`config.mk`:
```
export PLATFORM = sky130hd
export DESIGN_NAME = mem_responder
export DESIGN_NICKNAME = d
export VERILOG_FILES = /design/src/rtl/mem_responder.sv
export SDC_FILE = /design/constraint.sdc
export NUM_CORES = 2
export LEC_CHECK = 0
export ABC_AREA = 1
export CORE_UTILIZATION = 45
export CTS_CLUSTER_SIZE = 28
export DETAILED_ROUTE_END_ITERATION = 12
export GPL_TIMING_DRIVEN = 0
export MAX_ROUTING_LAYER = met4
export REMOVE_ABC_BUFFERS = 1
export SLEW_MARGIN = 20
export SYNTH_ARGS = -nofsm -noshare
export SYNTH_HDL_FRONTEND = slang
export SYNTH_SLANG_ARGS = --single-unit
```
`constraint.sdc`:
```
create_clock -name clk -period 1.7 [get_ports clk]
set_input_delay 0.255 -clock clk [delete_from_list [all_inputs] [get_ports clk]]
set_output_delay 0.255 -clock clk [all_outputs]
set_load 0.01 [all_outputs]
```
`src/rtl/mem_responder.sv`:
```
// ---------------------------------------------------------------------------
// mem_responder
//   Memory-side responder for the CPU mem_cmd/mem_addr/write_data/read_data
//   bus. It serves a 256x16 RAM, an 8-bit switch input port and an 8-bit LED
//   register. Read data is returned after READ_LAT clock edges, which lets the
//   CPU's wait-state sequencing be exercised at more than one latency.
//
// Parameters
//   READ_LAT   : edges from the first sampled MREAD to valid data (1..7)
//   LED_ADDR   : write-only LED register address
//   SW_ADDR    : read-only switch port address
//
// Ports
//   clk        : clock, all state updates on posedge
//   reset      : asynchronous active-low reset
//   mem_cmd    : bus command (00 none, 01 read, 10 write, 11 illegal)
//   mem_addr   : 9-bit word address
//   write_data : store data, valid while mem_cmd is a write
//   read_data  : registered read data
//   rd_valid   : read_data holds the word for the current read address
//   sw         : switch inputs
//   leds       : LED register
//   bus_err    : sticky error flag (unmapped access or illegal command)
// ---------------------------------------------------------------------------
module mem_responder #(
    parameter int unsigned READ_LAT = 1,
    parameter logic [8:0]  LED_ADDR = 9'h100,
    parameter logic [8:0]  SW_ADDR  = 9'h140
) (
    input  logic        clk,
    input  logic        reset,
    input  logic [1:0]  mem_cmd,
    input  logic [8:0]  mem_addr,
    input  logic [15:0] write_data,
    output logic [15:0] read_data,
    output logic        rd_valid,
    input  logic [7:0]  sw,
    output logic [7:0]  leds,
    output logic        bus_err
);

    localparam logic [1:0] MNONE  = 2'b00;
    localparam logic [1:0] MREAD  = 2'b01;
    localparam logic [1:0] MWRITE = 2'b10;
    localparam logic [1:0] MILL   = 2'b11;

    localparam logic [2:0] LAT_M1 = 3'(READ_LAT - 1);

    typedef enum logic [1:0] {
        S_IDLE  = 2'd0,
        S_WAIT  = 2'd1,
        S_VALID = 2'd2
    } state_t;

    state_t      r_state;
    state_t      w_state_nxt;
    logic [2:0]  r_cnt;
    logic [2:0]  w_cnt_nxt;
    logic [8:0]  r_req_addr;
    logic [8:0]  w_req_nxt;
    logic        w_load;

    logic [15:0] r_read_data;
    logic [7:0]  r_leds;
    logic        r_bus_err;
    logic [15:0] r_ram [0:255];

    // Address decode
    logic        w_is_read;
    logic        w_is_write;
    logic        w_rd_ram;
    logic        w_rd_sw;
    logic        w_wr_ram;
    logic        w_wr_led;
    logic [15:0] w_rd_word;
    logic        w_err_set;

    assign w_is_read  = (mem_cmd == MREAD);
    assign w_is_write = (mem_cmd == MWRITE);
    assign w_rd_ram   = ~mem_addr[8];
    assign w_rd_sw    = (mem_addr == SW_ADDR);
    assign w_wr_ram   = w_is_write & ~mem_addr[8];
    assign w_wr_led   = w_is_write & (mem_addr == LED_ADDR);

    // Every load happens while mem_addr equals the address being served
    // (same-address hold, or a restart that captures mem_addr), so the data
    // source can be decoded straight from mem_addr. The RAM read is
    // combinational so a write on the previous edge is already visible.
    always_comb begin
        w_rd_word = '0;
        if (w_rd_ram) begin
            w_rd_word = r_ram[mem_addr[7:0]];
        end else if (w_rd_sw) begin
            w_rd_word = {8'h00, sw};
        end
    end

    // Read FSM: next state, counter and request address
    always_comb begin
        w_state_nxt = r_state;
        w_cnt_nxt   = r_cnt;
        w_req_nxt   = r_req_addr;
        w_load      = 1'b0;
        if (w_is_read) begin
            if (r_state == S_IDLE || mem_addr != r_req_addr) begin
                // fresh request or address change: restart the count
                w_req_nxt = mem_addr;
                if (READ_LAT == 1) begin
                    w_state_nxt = S_VALID;
                    w_load      = 1'b1;
                end else begin
                    w_state_nxt = S_WAIT;
                    w_cnt_nxt   = LAT_M1;
                end
            end else if (r_state == S_WAIT) begin
                if (r_cnt == 3'd1) begin
                    w_state_nxt = S_VALID;
                    w_cnt_nxt   = '0;
                    w_load      = 1'b1;
                end else begin
                    w_cnt_nxt = r_cnt - 3'd1;
                end
            end else begin
                // VALID, same address: reload every edge to track the switches
                w_load = 1'b1;
            end
        end else begin
            w_state_nxt = S_IDLE;
            w_cnt_nxt   = '0;
        end
    end

    assign w_err_set = (mem_cmd == MILL)
                     | (w_is_write & ~w_wr_ram & ~w_wr_led)
                     | (w_load & ~w_rd_ram & ~w_rd_sw);

    always_ff @(posedge clk or negedge reset) begin
        if (!reset) begin
            r_state     <= S_IDLE;
            r_cnt       <= '0;
            r_req_addr  <= '0;
            r_read_data <= '0;
            r_leds      <= '0;
            r_bus_err   <= 1'b0;
        end else begin
            r_state    <= w_state_nxt;
            r_cnt      <= w_cnt_nxt;
            r_req_addr <= w_req_nxt;
            if (w_load) begin
                r_read_data <= w_rd_word;
            end
            if (w_wr_led) begin
                r_leds <= write_data[7:0];
            end
            if (w_err_set) begin
                r_bus_err <= 1'b1;
            end
        end
    end

    // RAM contents survive reset
    always_ff @(posedge clk) begin
        if (w_wr_ram) begin
            r_ram[mem_addr[7:0]] <= write_data;
        end
    end

    assign read_data = r_read_data;
    assign rd_valid  = (r_state == S_VALID);
    assign leds      = r_leds;
    assign bus_err   = r_bus_err;

endmodule

```
==> reports/qor.csv <==
metric;value;unit
stdcell_count;20200;
path_delay_family;simple AND/OR/NAND/NOR gates;
die_width;607;um
clk_pin_slew;0.06;ns
fin_worst_skew;0.0417;ns
synth-seq-cells;4122;
cts-root-buf;clkbuf_16;
power_frac_seq;51.9;%
die_area;369000;sq um
crit_type;primary input to register;
path_cells;buf_16, buf_12, inv_16, buf_16, nor2_4, buf_16, buf_16, buf_16, buf_16, buf_16, nand2_1, nand4_1, nand2_1, nand2_1, nor2_2, nor2_1, nor2_4, nand2_2, nor2_4, nand2_2, nand2_4, nand2_1;
place_area;177000;sq um
ys_seq_area_share;75.0;%
coreArea;363000;sq um
rsz0062_at_grt;true;
finish.utilization;55.2;%
cts_made_buffers;410;
cts_buffer_depth;4;
worst_setup_path_start_kind;primary input;
syn2layout_area_growth;21.6;%
synth_most_common_cell;nand2_1;
cts.sinks;4122;
critPathMaxStageDelay;0.23;ns
numPortBuffers;62;
required;2.55;ns
powerDensity;1080;nW/um^2
max_freq;431;MHz
p_int;0.166;W
rr_worst_depth;14;
hpwl;289000;um
ys.flop_type;edfxtp_1;
syn_area_per_cell;11.4;sq um
clkLatencyLatePin;0.98;ns
grt_max_degree;116;
ant_nets;0;
setup_ws;-0.620;ns
hold_depth;6;
setup_viol;3150;
clkPwrFrac;40.9;%
num-nets-final;15000;
cts_tree;done;
vias_per_cell;5.60;
critPathBufInv;9;
holdPathEnd;read_data[6]$_DFFE_PN0P_;
antenna_found_initial;15;
grt_overflow_total;0;
netlist_top_cells_count;nand2_1 (7723), edfxtp_1 (4096), nor2_1 (563);
synthTopCellsByArea;edfxtp_1 (75%), nand2_1 (18%), nor2_1 (1.3%);
hold_viol;0;
grt_pass1_vias;102000;
slew_headroom;35.0;%
start_util;45.4;%
r2r-end;read_data[5]$_DFFE_PN0P_;
period_needed;2.32;ns
grtUsageTotal;29.1;%
yosysTopAreaCell;edfxtp_1;
worst-endpoint-arrival;3.17;ns
cp_max_fo;18;
drcViolationCount;0;
crit_path_end_kind;register;
route.vias.total;113000;
switching_power;0.0497;W
htree_levels;5;
pin_count;63;
grt_pass1_wl;751000;um
p_leak;75.3;nW
switching_share;23.0;%
async_flop_share;0.631;%
fin_crit_sh;136;%
worst_pin_slew;0.974;ns
design_area;201000;sq um
min-delay-start;mem_cmd[1];
synth_top_area_share;74.6;%
synthCells;14400;
hold_class;primary input to register;
maxCapViolCount;0;
dp.cells;19000;
peakVddDrop;0.896;mV
ys_types;27;
dr.pass1.iters;6;
timing.rr.start;r_ram[4][5]$_DFFE_PP_;
die_h;607;um
violations;negative setup slack;
wire_per_inst;26.9;um
ys_warn_count;0;
gp_congestion;0.839;
drive_gt1_share;14.3;%
drt_iter0_drc;14000;
synth_area;165000;sq um
wl;542000;um
slowest_stage;nor2_4;
drv_slew;0;
status;finished with violations;
synth_edf_count;4096;
combPwrFrac;7.2;%
path_common_cell;buf_16;
r2r_setup_slack;-0.50;ns
fp-row-count;221;
-- per-layer routing --
metal,wire length [um],global-route usage [%]
met2,247000,44.0
met4,26700,12.8
met3,55300,4.51
met1,213000,39.2
met5,0,-
-- worst min-delay path, delay by kind of cell --
family,cells,cell delay [ns]
AO/OA/AOI/OAI,1,0.08
AND/OR/NAND/NOR,3,0.33
buffers and inverters,2,0.33
-- cells by family (layout without fill, tap and decap cells) --
group,count (synthesis),count (layout),synth area share (%)
flops,4122,4122,75.0
other cells,0,17,0
mux,8,8,0.0546
compound gates,595,595,1.86
buf+inv,795,1721,2.17
simple gates,8892,8893,20.9
-- sequential cells by signal, summed over array words and instances, names as in the netlist --
| name | cells |
|---|---|
| read_data | 16 |
| r_state | 1 |
| bus_err | 1 |
| r_ram | 4096 |
| leds | 8 |
-- area by class of cell --
cell class	count	area (sq um)
diodes	17	42.5
clock buffers	529	11100
clock inverters	216	1710
fillers	29500	163000
inverters	49	345
multi-input cells	9496	41700
flip-flops and latches	4122	124000
well taps	4794	6000
repair buffers	917	15800
repair inverters	10	83.8
-- how the worst max path moves through the flow --
stage,from,endpoint,slack [ns],cells after the start
6_report,mem_addr[0],read_data[5]$_DFFE_PN0P_,-0.62,22
5_1_grt,mem_addr[0],read_data[4]$_DFFE_PN0P_,-0.63,23
4_1_cts,mem_addr[0],read_data[6]$_DFFE_PN0P_,-0.56,23
3_5_place_dp,mem_addr[0],read_data[1]$_DFFE_PN0P_,-3.99,21
3_3_place_gp,mem_addr[0],r_ram[222][0]$_DFFE_PP_,-240.39,4
2_1_floorplan,mem_addr[0],r_ram[105][0]$_DFFE_PP_,-20.71,4
-- per-stage QoR --
stage               setup TNS [ns]  power (W)  hold WS (ns)  worst slack (ns)
floorplan                        -      0.120       -0.0406            -20.71
global placement                 -      0.129         0.469           -240.39
detailed placement               -      0.126         0.170             -3.99
CTS                        -592.72      0.215        0.0276            -0.560
global route               -547.18      0.220        0.0960            -0.633
finish                     -557.06      0.216        0.0784            -0.620
-- power by group through the flow --
stage          Clock (W)  Combinational, W  Sequential [W]
5_1_grt           0.0923            0.0163           0.112
4_1_cts           0.0885            0.0147           0.112
2_1_floorplan          0           0.00618           0.114
3_3_place_gp           0            0.0134           0.116
6_report          0.0882            0.0156           0.112
3_5_place_dp           0            0.0123           0.114
-- cells in the final DEF, fill, tap and decap left out, drive strengths merged --
master	count
dlygate4sd2	10
nor2	574
clkbuf	552
mux2	8
nand2	7724
diode	17
clkdlybuf4s50	27
clkinvlp	19
inv	48
o21ai	368
buf	765
nand3	352
bufinv	26
bufbuf	64
clkdlybuf4s15	1
edfxtp	4096
nor3	3
o21bai	1
dlygate4sd3	27
nor4	2
a21oi	190
a22oi	36
clkinv	182
dfrtp	26
nand3b	1
nand4	237
-- timing repair --
action,in CTS,in global routing
gates resized for setup,804,267
pin swaps,212,171
hold endpoints to repair,1275,0
setup endpoints to repair,4147,3835
cloned,99,22
setup buffers,172,116
hold buffers,27,0
(Power assumes the default switching activity.)
